**config.mk**
```make
export PLATFORM = sky130hd
export DESIGN_NAME = imem_loader
export DESIGN_NICKNAME = d
export VERILOG_FILES = /design/src/rtl/imem_loader_pkg.sv /design/src/rtl/imem_loader_byte_packer.sv /design/src/rtl/imem_loader.sv
export SDC_FILE = /design/constraint.sdc
export NUM_CORES = 1
export LEC_CHECK = 0
export ABC_AREA = 1
export CAP_MARGIN = 20
export CORE_UTILIZATION = 35
export CTS_CLUSTER_DIAMETER = 100
export DETAILED_ROUTE_END_ITERATION = 10
export REMOVE_ABC_BUFFERS = 1
export SLEW_MARGIN = 20
export SYNTH_ARGS = -nofsm -noshare
export SYNTH_HDL_FRONTEND = slang
export SYNTH_SLANG_ARGS = --single-unit
```
**constraint.sdc**
```tcl
create_clock -name clk -period 1.31 [get_ports clk]
set_input_delay 0.1965 -clock clk [delete_from_list [all_inputs] [get_ports clk]]
set_output_delay 0.1965 -clock clk [all_outputs]
set_load 0.03 [all_outputs]
```
**src/rtl/imem_loader_pkg.sv**
```systemverilog
// Shared constants and FSM state type for the instruction-memory loader.
// Defaults are shared with the instruction memory itself.
package imem_loader_pkg;

  localparam int IMEM_DATA_W    = 32;
  localparam int IMEM_DEPTH     = 32;
  localparam int IMEM_ADDR_W    = 5;
  localparam int BYTES_PER_WORD = IMEM_DATA_W / 8;

  typedef enum logic [2:0] {
    IDLE,
    COLLECT,
    WRITE,
    CHECK,
    DONE
  } state_t;

endpackage

```
**src/rtl/imem_loader_byte_packer.sv**
```systemverilog
// Byte counter plus little-endian shift register; the first byte of a word
// ends up in bits [7:0]. word is valid while word_complete is high.
module imem_loader_byte_packer
  import imem_loader_pkg::*;
#(
  parameter int DATA_W = IMEM_DATA_W
) (
  input  logic              clk,
  input  logic              rst_n,
  input  logic              clear,
  input  logic              accept,
  input  logic [7:0]        byte_in,
  output logic              word_complete,
  output logic [DATA_W-1:0] word
);

  localparam int BPW   = DATA_W / 8;
  localparam int CNT_W = (BPW > 1) ? $clog2(BPW) : 1;

  logic [CNT_W-1:0]  cnt;
  logic [DATA_W-1:0] sr;

  // New bytes enter at the top so that after BPW shifts byte 0 sits lowest.
  assign word          = {byte_in, sr[DATA_W-1:8]};
  assign word_complete = accept && (cnt == CNT_W'(BPW - 1));

  always_ff @(posedge clk or negedge rst_n) begin
    if (!rst_n) begin
      cnt <= '0;
      sr  <= '0;
    end else if (clear) begin
      cnt <= '0;
    end else if (accept) begin
      sr  <= word;
      cnt <= word_complete ? '0 : cnt + CNT_W'(1);
    end
  end

endmodule

```
**src/rtl/imem_loader.sv**
```systemverilog
// Instruction-memory writer: packs a byte stream into words and writes them
// at addresses 0..N-1 while holding the CPU. Optional: IMEM_LOADER_CHECKSUM_EN.
module imem_loader
  import imem_loader_pkg::*;
#(
  parameter int DATA_W = IMEM_DATA_W,
  parameter int DEPTH  = IMEM_DEPTH,
  parameter int ADDR_W = IMEM_ADDR_W
) (
  input  logic              clk,
  input  logic              rst_n,
  input  logic              start,
  input  logic [ADDR_W:0]   num_words,
  input  logic              abort,
  input  logic [7:0]        byte_in,
  input  logic              byte_valid,
  output logic              byte_ready,
  output logic              wr_en,
  output logic [ADDR_W-1:0] wr_addr,
  output logic [DATA_W-1:0] wr_data,
  output logic              cpu_hold,
  output logic              busy,
  output logic              done,
  output logic              err
);

  state_t            state, state_nxt;
  logic [ADDR_W-1:0] idx, last_idx;
  logic [ADDR_W:0]   num_sat;
  logic              accept, word_complete, last_word, abort_act;
  logic [DATA_W-1:0] pk_word;

  assign num_sat   = (num_words > (ADDR_W+1)'(DEPTH)) ? (ADDR_W+1)'(DEPTH) : num_words;
  assign accept    = byte_valid & byte_ready;
  assign last_word = (idx == last_idx);
  assign abort_act = abort && (state == COLLECT || state == WRITE || state == CHECK);
  assign busy      = (state != IDLE);
  assign cpu_hold  = busy;

  imem_loader_byte_packer #(.DATA_W(DATA_W)) u_packer (
    .clk           (clk),
    .rst_n         (rst_n),
    .clear         (state == IDLE),
    .accept        (accept),
    .byte_in       (byte_in),
    .word_complete (word_complete),
    .word          (pk_word)
  );

  always_ff @(posedge clk or negedge rst_n) begin
    if (!rst_n) state <= IDLE;
    else        state <= state_nxt;
  end

  always_comb begin
    state_nxt  = state;
    byte_ready = 1'b0;
    wr_en      = 1'b0;
    done       = 1'b0;
    case (state)
      IDLE: begin
        if (start) begin
          if (num_words != '0) state_nxt = COLLECT;
`ifdef IMEM_LOADER_CHECKSUM_EN
          else                 state_nxt = CHECK;
`else
          else                 state_nxt = DONE;
`endif
        end
      end
      COLLECT: begin
        byte_ready = 1'b1;
        if (abort)              state_nxt = IDLE;
        else if (word_complete) state_nxt = WRITE;
      end
      WRITE: begin
        if (abort) begin
          state_nxt = IDLE;
        end else begin
          wr_en = 1'b1;
`ifdef IMEM_LOADER_CHECKSUM_EN
          state_nxt = last_word ? CHECK : COLLECT;
`else
          state_nxt = last_word ? DONE : COLLECT;
`endif
        end
      end
`ifdef IMEM_LOADER_CHECKSUM_EN
      CHECK: begin
        byte_ready = 1'b1;
        if (abort)              state_nxt = IDLE;
        else if (word_complete) state_nxt = DONE;
      end
`endif
      DONE: begin
        done      = 1'b1;
        state_nxt = IDLE;
      end
      default: state_nxt = IDLE;
    endcase
  end

`ifdef IMEM_LOADER_CHECKSUM_EN
  logic [DATA_W-1:0] csum;
`endif

  always_ff @(posedge clk or negedge rst_n) begin
    if (!rst_n) begin
      idx      <= '0;
      last_idx <= '0;
      wr_addr  <= '0;
      wr_data  <= '0;
      err      <= 1'b0;
`ifdef IMEM_LOADER_CHECKSUM_EN
      csum     <= '0;
`endif
    end else begin
      if (state == IDLE && start) begin
        idx      <= '0;
        last_idx <= ADDR_W'(num_sat - (ADDR_W+1)'(1));
        err      <= 1'b0;
`ifdef IMEM_LOADER_CHECKSUM_EN
        csum     <= '0;
`endif
      end
      if (abort_act) err <= 1'b1;
      // Word output registers only move when a word is completed, so they
      // hold their last value everywhere outside WRITE.
      if (state == COLLECT && word_complete && !abort) begin
        wr_addr <= idx;
        wr_data <= pk_word;
`ifdef IMEM_LOADER_CHECKSUM_EN
        csum    <= csum ^ pk_word;
`endif
      end
      if (state == WRITE && !abort && !last_word) idx <= idx + ADDR_W'(1);
`ifdef IMEM_LOADER_CHECKSUM_EN
      if (state == CHECK && word_complete && !abort) err <= (pk_word != csum);
`endif
    end
  end

endmodule

```
After elaboration in Yosys (flattened, before gate mapping) --
Index checks and enable logic that the tools add are counted.
Word-level totals: bits in registers 85, input port bits 19, word-level logic and storage cells 60
Cells by class: add/sub/neg operators 3, $lt $le $gt $ge 1, equality and inequality tests 8, multiplexer cells 19, bitwise logic cells 2, reductions and logical operators 19
Operator list (count):
- $mux W3 | 6
- $mux W5 | 3
- $pmux W3 S3 | 1
- $logic_and A1 B1 Y1 | 7
- $eq A3 B2 Y1 const B | 2
- $gt A6 B6 Y1 const B | 1
- $mux W1 | 6
- $mux W2 | 3
- $reduce_bool A2 Y1 | 3
- $reduce_bool A6 Y1 | 1
- $add A5 B1 Y5 const B | 1
- $eq A5 B5 Y1 | 1
- $sub A5 B1 Y5 const B | 1
- $reduce_and A2 Y1 | 2
- $eq A3 B1 Y1 const B | 1
- $eq A3 B3 Y1 const B | 1
- $logic_not A3 Y1 | 1
- $ne A3 B2 Y1 const B | 1
- $reduce_bool A3 Y1 | 1
- $add A2 B1 Y2 const B | 1
- $eq A2 B2 Y1 const B | 1
- $logic_not A1 Y1 | 2
- $logic_or A1 B1 Y1 | 2
- $ne A2 B2 Y1 const B | 1
- 2 further kinds | 2

Depth between registers and ports, before layout --
Gate-level depths: netlist of run 1.
word-level depth 7, mapped depth 11

Cells and area by module --
From an unflattened synthesis of run 1, not the netlist that was laid out.
Unflattened totals: cell total of the unflattened synthesis 400, area total of the unflattened synthesis 3463.3 um^2
Modules (own cells, without submodules):
- imem_loader | times used 1, cells an instance 272, area each 2262.2 um^2
- imem_loader_byte_packer | times used 1, cells an instance 128, area each 1201.2 um^2

Worst setup path before layout of run 1 --
No wires, ideal clock.
kind flip-flop to flip-flop, from register state[2], to register idx[0], setup time 65 ps, arrival 1564 ps, data required time 1245 ps, setup slack -319 ps, stages on the path, launching flop included 8, path buffers 0, clock period less this slack 1629 ps, cells stage by stage dfrtp_1 -> inv_1 -> nand3_1 -> nor2_1 -> nand2_1 -> inv_1 -> nand2_1 -> nand2_1
On the way: cells in the longest elaborated chain, start to end 4
Ends and longest elaborated chain:
- from (decl) | RTL line imem_loader.sv:27 | state_t state, state_nxt;
- from (signal assigned) | RTL line imem_loader.sv:52 | else state <= state_nxt;
- $eq A3 B2 Y1 | RTL line imem_loader.sv:136 | if (state == WRITE && !abort && !last_word) idx <= idx + ADDR_W'(1);
- $logic_and A1 B1 Y1 (2 in series) | RTL line imem_loader.sv:136
- $mux W5 / $reduce_bool A2 Y1 (equally long branches)
- to (signal assigned) | RTL line imem_loader.sv:136
- to (decl) | RTL line imem_loader.sv:28 | logic [ADDR_W-1:0] idx, last_idx;
Parallel ways exist; a longest one is shown, timed or not. A chain may end at the register's enable or synchronous reset.

Final worst setup path of run 1 --
from register state[0], to output port wr_en
On the way: cells in the longest elaborated chain, start to end 2
Ends and longest elaborated chain:
- $eq A3 B2 Y1 | RTL line imem_loader.sv:60 | case (state)
- $mux W1 | RTL line imem_loader.sv:60
- to (decl) | RTL line imem_loader.sv:18 | output logic wr_en,
No other way between the ends.

==> impl_metrics.toml, run 1 <==
[global_routing]
grt_max_degree = 42
grt_pass1_vias = 2452
track_usage_pct = 14.8
gr-total-overflow = 0
antenna_found_initial = 0
grt_pass1_wl_um = 11300

[place]
dp_hpwl_um = 4670
portBuffers = 61
placed_area_um2 = 4250
dpl.cell_count = 552
gp_congestion = 0.767

[timing]
fin_skew_ps = 7.47
drv_slew = 0
max-slew-margin-rel_pct = 71.7
min_period_ps = 1560
hold_viol = 0
max_freq_mhz = 643
rsz0062_at_grt = "true"
setup_viol = 78
hold_slack_ps = 302
tightest_slew_ps = 425
period_share_pct = 119
layout_setup_ws_ps = -246

[clock_tree]
cts.sinks = 77
clkLatencyLatePin_ps = 340
path_clk_slew_ps = 80
cts_buffer_depth = 2
htree_levels = 3
root_buffer = "clkbuf_8"
cts-buffers-inserted = 9
cts_tree = "built"

[worst_setup_path]
end_kind = "primary output"
crit_required_ps = 1110
crit_path_start_kind = "flop"
worstSetupPathType = "flop to primary output"
worstPathMaxFanout = 3
crit_arrival_ps = 1360

[synthesis]
synth_edf_count = 0
synthFlopType = "dfrtp_1"
ys_seq_elements = 77
syn_area_per_cell_um2 = 9.09
synth_area_um2 = 3290
synth_async_sr_flop_share_pct = 100
ys_types = 25
yosysSeqAreaShare_pct = 58.6
yosysWarnings = 0
synth_cells = 362

[finish]
syn_to_final_growth_pct = 48.4
layout_common_cells = "95 x nand2_1, 75 x dfrtp_1, 38 x inv_1"
stdcell_area_um2 = 4880
multi_input_area_um2 = 1270
final-seq-area_um2 = 1930
final_common_cell = "nand2_1"
diodes = 0
nFillCells = 823
nNetsFinal = 494
stdcell_count = 587
drive_gt1_share_pct = 33.2
utilization_pct = 53.3

[floorplan]
std_cell_rows = 35
io-pin-count = 62
core_um2 = 9150
start_util_pct = 36.0
die_y_um = 99.0
die_x_um = 99.0
die_area_um2 = 9790

[drt]
drt_wl_total_um = 8210
antenna_left = 0
drcViolationCount = 0
highest_layer = "met4"
drt-met1-wl_um = 3700
wl_per_cell_um = 14.0
wl_met2_um = 4060
drt_iter0_markers = 86
route.met3.wl_um = 340
drtPass1Iterations = 4
vias = 2730
vias_per_cell = 4.65

[power]
pwr_density_cell_nw_per_um2 = 1660
vdd_drop_max_mv = 1.21
leakage_uw = 0.00244

[flow_run]
maxCapViolCount = 0

[run_status]
failed_checks = "setup timing"
status = "finished, violations left"

[hold_path]
hold_class = "input pin to asynchronous set/reset pin"
## metal layers
layer,global-route usage [%],vias up
met5,0,-
met4,6.20,0
met3,3.48,7
met2,23.6,64
met1,19.3,1309
li1,-,1350
## critical path, stage by stage (launching register included)
cell	delay [ps]
dfrtp_2	430
inv_2	70
buf_4	110
nand3_2	80
nor2_4	110
buf_6	110
buf_6	120
## registers in the layout, indices dropped and copies added (netlist names)
name          cells
u_packer.sr      24
wr_data          32
u_packer.cnt      2
wr_addr           5
idx               5
state             3
last_idx          5
err               1
## stage by stage
| step | setup slack, ps | total power [µW] | setup TNS (ps) |
|---|---|---|---|
| after global routing | -311 | 8610 | -17130 |
| after floorplan | -855 | 4910 | -34680 |
| after detailed placement | -439 | 6040 | -12110 |
| final | -246 | 8100 | -11800 |
| after global placement | -401 | 5980 | -11010 |
| after CTS | -256 | 7750 | -11010 |
## cells by family (layout without fill, tap and decap cells)
family	count (synthesis)	count (layout)	synth area share, %
buf+inv	61	174	8.33
simple gates	151	152	18.9
xor+xnor	8	8	2.13
fa+ha+maj	3	3	1.14
flops	77	77	58.6
compound gates	62	62	11.0
## final timing paths
path                                             start                     endpoint  slack (ps)  cells past startpoint
max                               state[0]$_DFFE_PN0P_                        wr_en        -250                      6
min                                              rst_n      wr_data[23]$_DFFE_PN0P_         300                      2
max reg2reg                       state[0]$_DFFE_PN0P_      wr_data[22]$_DFFE_PN0P_        -240                     11
min reg2reg                u_packer.sr[21]$_DFFE_PN0P_  u_packer.sr[13]$_DFFE_PN0P_         480                      2
max in group asynchronous                        rst_n         state[1]$_DFFE_PN0P_         510                      3
min in group clk                          num_words[1]      last_idx[1]$_DFFE_PN0P_         340                      4
## cells in the mapped netlist (3+ instances only)
master	number	area, µm²
nand2_1	121	454
dfrtp_1	77	1930
inv_1	44	165
o21ai_0	35	175
nand3_1	13	65.1
o21ai_1	12	60.1
o21ai_2	11	96.3
nor2_1	8	30.0
buf_6	5	56.3
xor2_1	5	43.8
clkbuf_1	4	15.0
buf_2	3	15.0
ha_1	3	37.5
inv_2	3	11.3
nand2_2	3	18.8
xnor2_1	3	26.3
## power breakdown
group | switching (µW) | total, µW | internal [µW]
sequential | 348 | 3380 | 3030
clock | 847 | 1630 | 783
combinational | 1780 | 3100 | 1310
total | 2980 | 8100 | 5120
## final cells by class
type / count / share of cell area, %
timing repair inverter: 1 / 0.231
multi-input combinational: 225 / 26.1
clock buffer: 12 / 3.18
clock inverter: 3 / 0.436
timing repair buffer: 111 / 23.6
tap: 111 / 2.84
sequential: 77 / 39.5
inverter: 47 / 4.13
## repair_timing
item,in CTS,in global routing
gates cloned,1,10
setup endpoints to repair,97,113
resized for setup,69,121
pin swaps,2,6
hold endpoints to repair,22,0
setup buffers,3,6
hold buffers,1,0
Note: power is estimated with default switching activity, not from simulation.
==> run 2: changes to the inputs <==
--- a/config.mk
+++ b/config.mk
@@ -10,7 +10,9 @@
 export CORE_UTILIZATION = 35
 export CTS_CLUSTER_DIAMETER = 100
 export DETAILED_ROUTE_END_ITERATION = 10
+export PLACE_DENSITY_LB_ADDON = 0.05
 export REMOVE_ABC_BUFFERS = 1
+export SKIP_CTS_REPAIR_TIMING = 1
 export SLEW_MARGIN = 20
 export SYNTH_ARGS = -nofsm -noshare
 export SYNTH_HDL_FRONTEND = slang
==> run 2 against run 1 <==
Utilization is 2.8 points higher. Setup slack worse by 55 ps. Die area stayed put. Sequential share of layout area is 2.0 points lower. Design area is 5.3% higher. Global-route usage is 0.69 points higher. The flow still finishes with violations (setup timing). Sequential cell count stayed put. Combinational power is 5% higher. Final cell count is 0.51% higher. Worst hold slack worse by 24 ps. Clock power is 18% higher. Largest power group unchanged.
==> impl_metrics.toml, run 2 (synthesized netlist as in run 1, its figures left out) <==
[run_status]
status = "finished, violations left"
failed_checks = "setup timing"

[timing]
max-slew-margin-rel_pct = 74.8
min_period_ps = 1610
drv_slew = 0
fin_setup_tns_ps = -14160
hold_viol = 0
fin_skew_ps = 10.9
tightest_slew_ps = 378
max_freq_mhz = 621
layout_setup_ws_ps = -301
rsz0062_at_grt = "true"
setup_viol = 70
period_share_pct = 123

[clock_tree]
root_buffer = "clkbuf_8"
cts.sinks = 77
cts-buffers-inserted = 9
clkLatencyLatePin_ps = 370
path_clk_slew_ps = 90
htree_levels = 3
cts_tree = "built"
cts_buffer_depth = 2

[finish]
largest_reg_flops = 32
largest-register = "wr_data"
nNetsFinal = 496
syn_to_final_growth_pct = 56.3
drive_gt1_share_pct = 32.6
final_common_cell = "nand2_1"
top_regs = "wr_data x32, u_packer.sr x24"
diodes = 0
layout_common_cells = "89 x nand2_1, 75 x dfrtp_1, 39 x dlymetal6s2s_1"

[worst_setup_path]
crit_path_frequent_cell = "buf_6"
path_cells = "inv_2, buf_6, nand3_2, nor2_2, buf_4, buf_6"
crit_buf_inv = 4
crit_required_ps = 1110
end_kind = "primary output"
worstPathMaxFanout = 3
critical-path-top-delay-family = "flip-flops"
cp_num_cells = 6
crit_arrival_ps = 1410
slowest_delay_ps = 430
crit_path_start_kind = "flop"
reg2reg_depth = 11
crit_slowest_cell = "dfrtp_1"
worstSetupPathType = "flop to primary output"

[power]
leakage_uw = 0.00310
vdd_drop_max_mv = 1.41
pwr-share-seq_pct = 39.5
comb_power_share_pct = 38.1
p_sw_share_pct = 36.8
clkPwrFrac_pct = 22.4
pwr_density_cell_nw_per_um2 = 1660
power_switching_uw = 3150
internal_power_uw = 5400

[drt]
antenna_left = 0
highest_layer = "met4"
route.met3.wl_um = 260
vias = 2702
drt_iter0_markers = 52
drt_wl_total_um = 8120
drtPass1Iterations = 4
drcViolationCount = 0
wl_met2_um = 3780
vias_per_cell = 4.58
wl_per_cell_um = 13.8
drt-met1-wl_um = 3960

[hold_path]
hold_class = "input pin to asynchronous set/reset pin"

[global_routing]
grt_max_degree = 28
grt_pass1_wl_um = 11800
antenna_found_initial = 0
grt_pass1_vias = 2544
gr-total-overflow = 0
track_usage_pct = 15.5

[floorplan]
io-pin-count = 62
die_x_um = 99.0
std_cell_rows = 35
start_util_pct = 36.0
die_area_um2 = 9790
die_y_um = 99.0
core_um2 = 9150

[place]
pre_cts_ws_ps = -442
dp_hpwl_um = 4870
portBuffers = 61
gp_congestion = 0.840

[flow_run]
maxCapViolCount = 0
==> run 2: path summary, 6_finish.rpt <==
path,slack (ps),from,end
max in group asynchronous,510,rst_n,idx[3]$_DFFE_PN0P_
worst min register to register,480,u_packer.sr[29]$_DFFE_PN0P_,u_packer.sr[21]$_DFFE_PN0P_
min in group clk,310,num_words[2],last_idx[2]$_DFFE_PN0P_
worst min-delay path,280,rst_n,wr_data[4]$_DFFE_PN0P_
worst max register to register,-260,state[0]$_DFFE_PN0P_,wr_data[28]$_DFFE_PN0P_
worst max-delay path,-300,state[0]$_DFFE_PN0P_,wr_en
==> run 2: power by group through the flow <==
stage               registers, µW  logic (µW)  clock network, µW
finish                       3370        3250               1920
global route                 3450        3580               2050
CTS                          3340        2740               1960
detailed placement           3390        2730                  0
global placement             3370        2690                  0
floorplan                    3710        1200                  0
==> run 2: layout make-up <==
type / count / area (µm²)
repair buffers: 114 / 1350
multi-input cells: 225 / 1320
well taps: 111 / 139
clock inverters: 7 / 82.6
inverters: 47 / 196
clock buffers: 9 / 124
flip-flops and latches: 77 / 1930
fillers: 833 / 4010
==> run 2: per-layer routing <==
| metal | up-vias | global-route usage (%) |
|---|---|---|
| met5 | - | 0 |
| met4 | 0 | 5.17 |
| met3 | 9 | 4.61 |
| met2 | 47 | 24.5 |
| met1 | 1280 | 20.3 |
| li1 | 1366 | - |
==> run 2: metrics by stage <==
step / hold slack, ps / util, % / area [µm²] / std cells / power (µW)
after floorplan: -99.1 / - / 3190 / 348 / 4910
after global placement: 133 / 46.7 / 4280 / 558 / 6060
after detailed placement: 133 / 46.7 / 4280 / 558 / 6120
after CTS: -269 / 49.0 / 4480 / 574 / 8040
after global routing: 312 / 56.2 / 5140 / 590 / 9080
final: 278 / 56.2 / 5140 / 590 / 8540
==> run 3: changes to the inputs <==
==> constraint.sdc (replaced) <==
create_clock -name clk -period 1.3 [get_ports clk]
set_input_delay 0.195 -clock clk [delete_from_list [all_inputs] [get_ports clk]]
set_output_delay 0.195 -clock clk [all_outputs]
set_load 0.03 [all_outputs]
==> run 3 against run 2 <==
The run still ends with setup timing left. Sequential power is essentially flat. Setup slack improved by 24 ps. Clock power shrank 12%. Via count fell by 2.4%. Critical endpoint unchanged.
==> impl_metrics.toml, run 3 (synthesized netlist as in run 1, its figures left out) <==
[clock_tree]
path_clk_slew_ps = 90
htree_levels = 3
cts-buffers-inserted = 9
cts.sinks = 77
root_buffer = "clkbuf_8"
cts_buffer_depth = 2
clkLatencyLatePin_ps = 340
cts_tree = "built"

[timing]
period_share_pct = 121
max_freq_mhz = 634
rsz0062_at_grt = "true"
tightest_slew_ps = 353
layout_setup_ws_ps = -277
drv_slew = 0
max-slew-margin-rel_pct = 76.4
min_period_ps = 1580
hold_viol = 0
fin_skew_ps = 11.9
hold_slack_ps = 269
setup_viol = 47

[finish]
top_regs = "wr_data x32, u_packer.sr x24"
largest-register = "wr_data"
diodes = 0
stdcell_count = 582
largest_reg_flops = 32
layout_common_cells = "111 x nand2_1, 75 x dfrtp_1, 40 x dlymetal6s2s_1"
nFillCells = 836
syn_to_final_growth_pct = 48.5
final_common_cell = "nand2_1"
drive_gt1_share_pct = 26.3
nNetsFinal = 488

[worst_setup_path]
crit_path_start_kind = "flop"
worstSetupPathType = "flop to primary output"
end_kind = "primary output"
reg2reg_depth = 10
crit_arrival_ps = 1380
rrSetupSlack_ps = -180
worstPathMaxFanout = 3
crit_required_ps = 1110

[power]
comb_power_share_pct = 38.2
vdd_drop_max_mv = 1.41
internal_power_uw = 5160
pwr_density_cell_nw_per_um2 = 1670
p_sw_share_pct = 36.9
power_switching_uw = 3020
clkPwrFrac_pct = 20.7
leakage_uw = 0.00299
p_total_uw = 8180
pwr-share-seq_pct = 41.2

[global_routing]
grt_max_degree = 28
grt_pass1_wl_um = 11500
antenna_found_initial = 0
track_usage_pct = 15.1
gr-total-overflow = 0
grt_pass1_vias = 2449

[floorplan]
std_cell_rows = 35
start_util_pct = 36.0
core_um2 = 9150
die_area_um2 = 9790
io-pin-count = 62
die_x_um = 99.0
die_y_um = 99.0

[drt]
drcViolationCount = 0
drtPass1Iterations = 4
drt_wl_total_um = 7330
drt_iter0_markers = 82
vias_per_cell = 4.53
wl_per_cell_um = 12.6
vias = 2637
antenna_left = 0

[run_status]
failed_checks = "setup timing"
status = "finished, violations left"

[place]
pre_cts_ws_ps = -456
dp_hpwl_um = 4840
dpl.cell_count = 559
portBuffers = 61
gp_congestion = 0.811

[flow_run]
maxCapViolCount = 0

[hold_path]
hold_class = "input pin to asynchronous set/reset pin"
-- run 3: cell types whose count changed in the layout (fill, tap and decap cells not counted), moves of 3 or more --
cell,before,now
o21ai_1,20,14
o21ai_0,19,32
nor2_4,1,4
nand2_4,9,1
nand2_1,89,111
inv_2,8,11
o21ai_2,19,12
clkbuf_16,7,2
inv_1,37,33
nand2_2,25,10
-- run 3: power groups by stage --
stage	logic [µW]	clock network, µW	registers (µW)
after global placement	2710	0	3400
after CTS	2760	1750	3370
final	3120	1690	3370
after global routing	3430	1880	3450
after detailed placement	2740	0	3410
after floorplan	1210	0	3740
-- run 3: path summary, 6_finish.rpt --
path	from	end
setup / recovery	state[0]$_DFFE_PN0P_	wr_en
min in group clk	num_words[2]	last_idx[2]$_DFFE_PN0P_
hold reg to reg	wr_data[27]$_DFFE_PN0P_	wr_data[27]$_DFFE_PN0P_
hold / removal	rst_n	wr_data[4]$_DFFE_PN0P_
setup reg to reg	state[0]$_DFFE_PN0P_	wr_data[17]$_DFFE_PN0P_
max in group asynchronous	rst_n	state[2]$_DFFE_PN0P_
-- run 3: through the flow --
step	utilization [%]	area, µm²	TNS (ps)
2_1_floorplan	-	3190	-35210
3_3_place_gp	46.8	4280	-13880
3_5_place_dp	46.8	4280	-14970
4_1_cts	48.8	4460	-19130
5_1_grt	53.4	4890	-12790
6_report	53.4	4890	-7040
-- run 3: area by class of cell --
cell class / count / area, µm² / area share [%]
clock buffer: 10 / 138 / 2.82
clock inverter: 6 / 45.0 / 0.922
inverter: 47 / 194 / 3.97
multi-input combinational: 224 / 1230 / 25.1
sequential: 77 / 1930 / 39.5
tap: 111 / 139 / 2.84
timing repair buffer: 107 / 1210 / 24.8
-- run 3: critical path: stages (launching register included) --
cell     delay (ps)
dfrtp_1         430
inv_2           100
buf_6           100
nand3_4          50
nor2_4          130
buf_6           110
buf_6           120
-- run 3: layer usage --
layer / GRT usage, % / vias to the layer above / share of wire (%)
li1: - / 1340 / -
met1: 20.3 / 1247 / 48
met2: 24.0 / 45 / 47
met3: 2.70 / 5 / 3.2
met4: 6.20 / 0 / 1.1
met5: 0 / - / 0
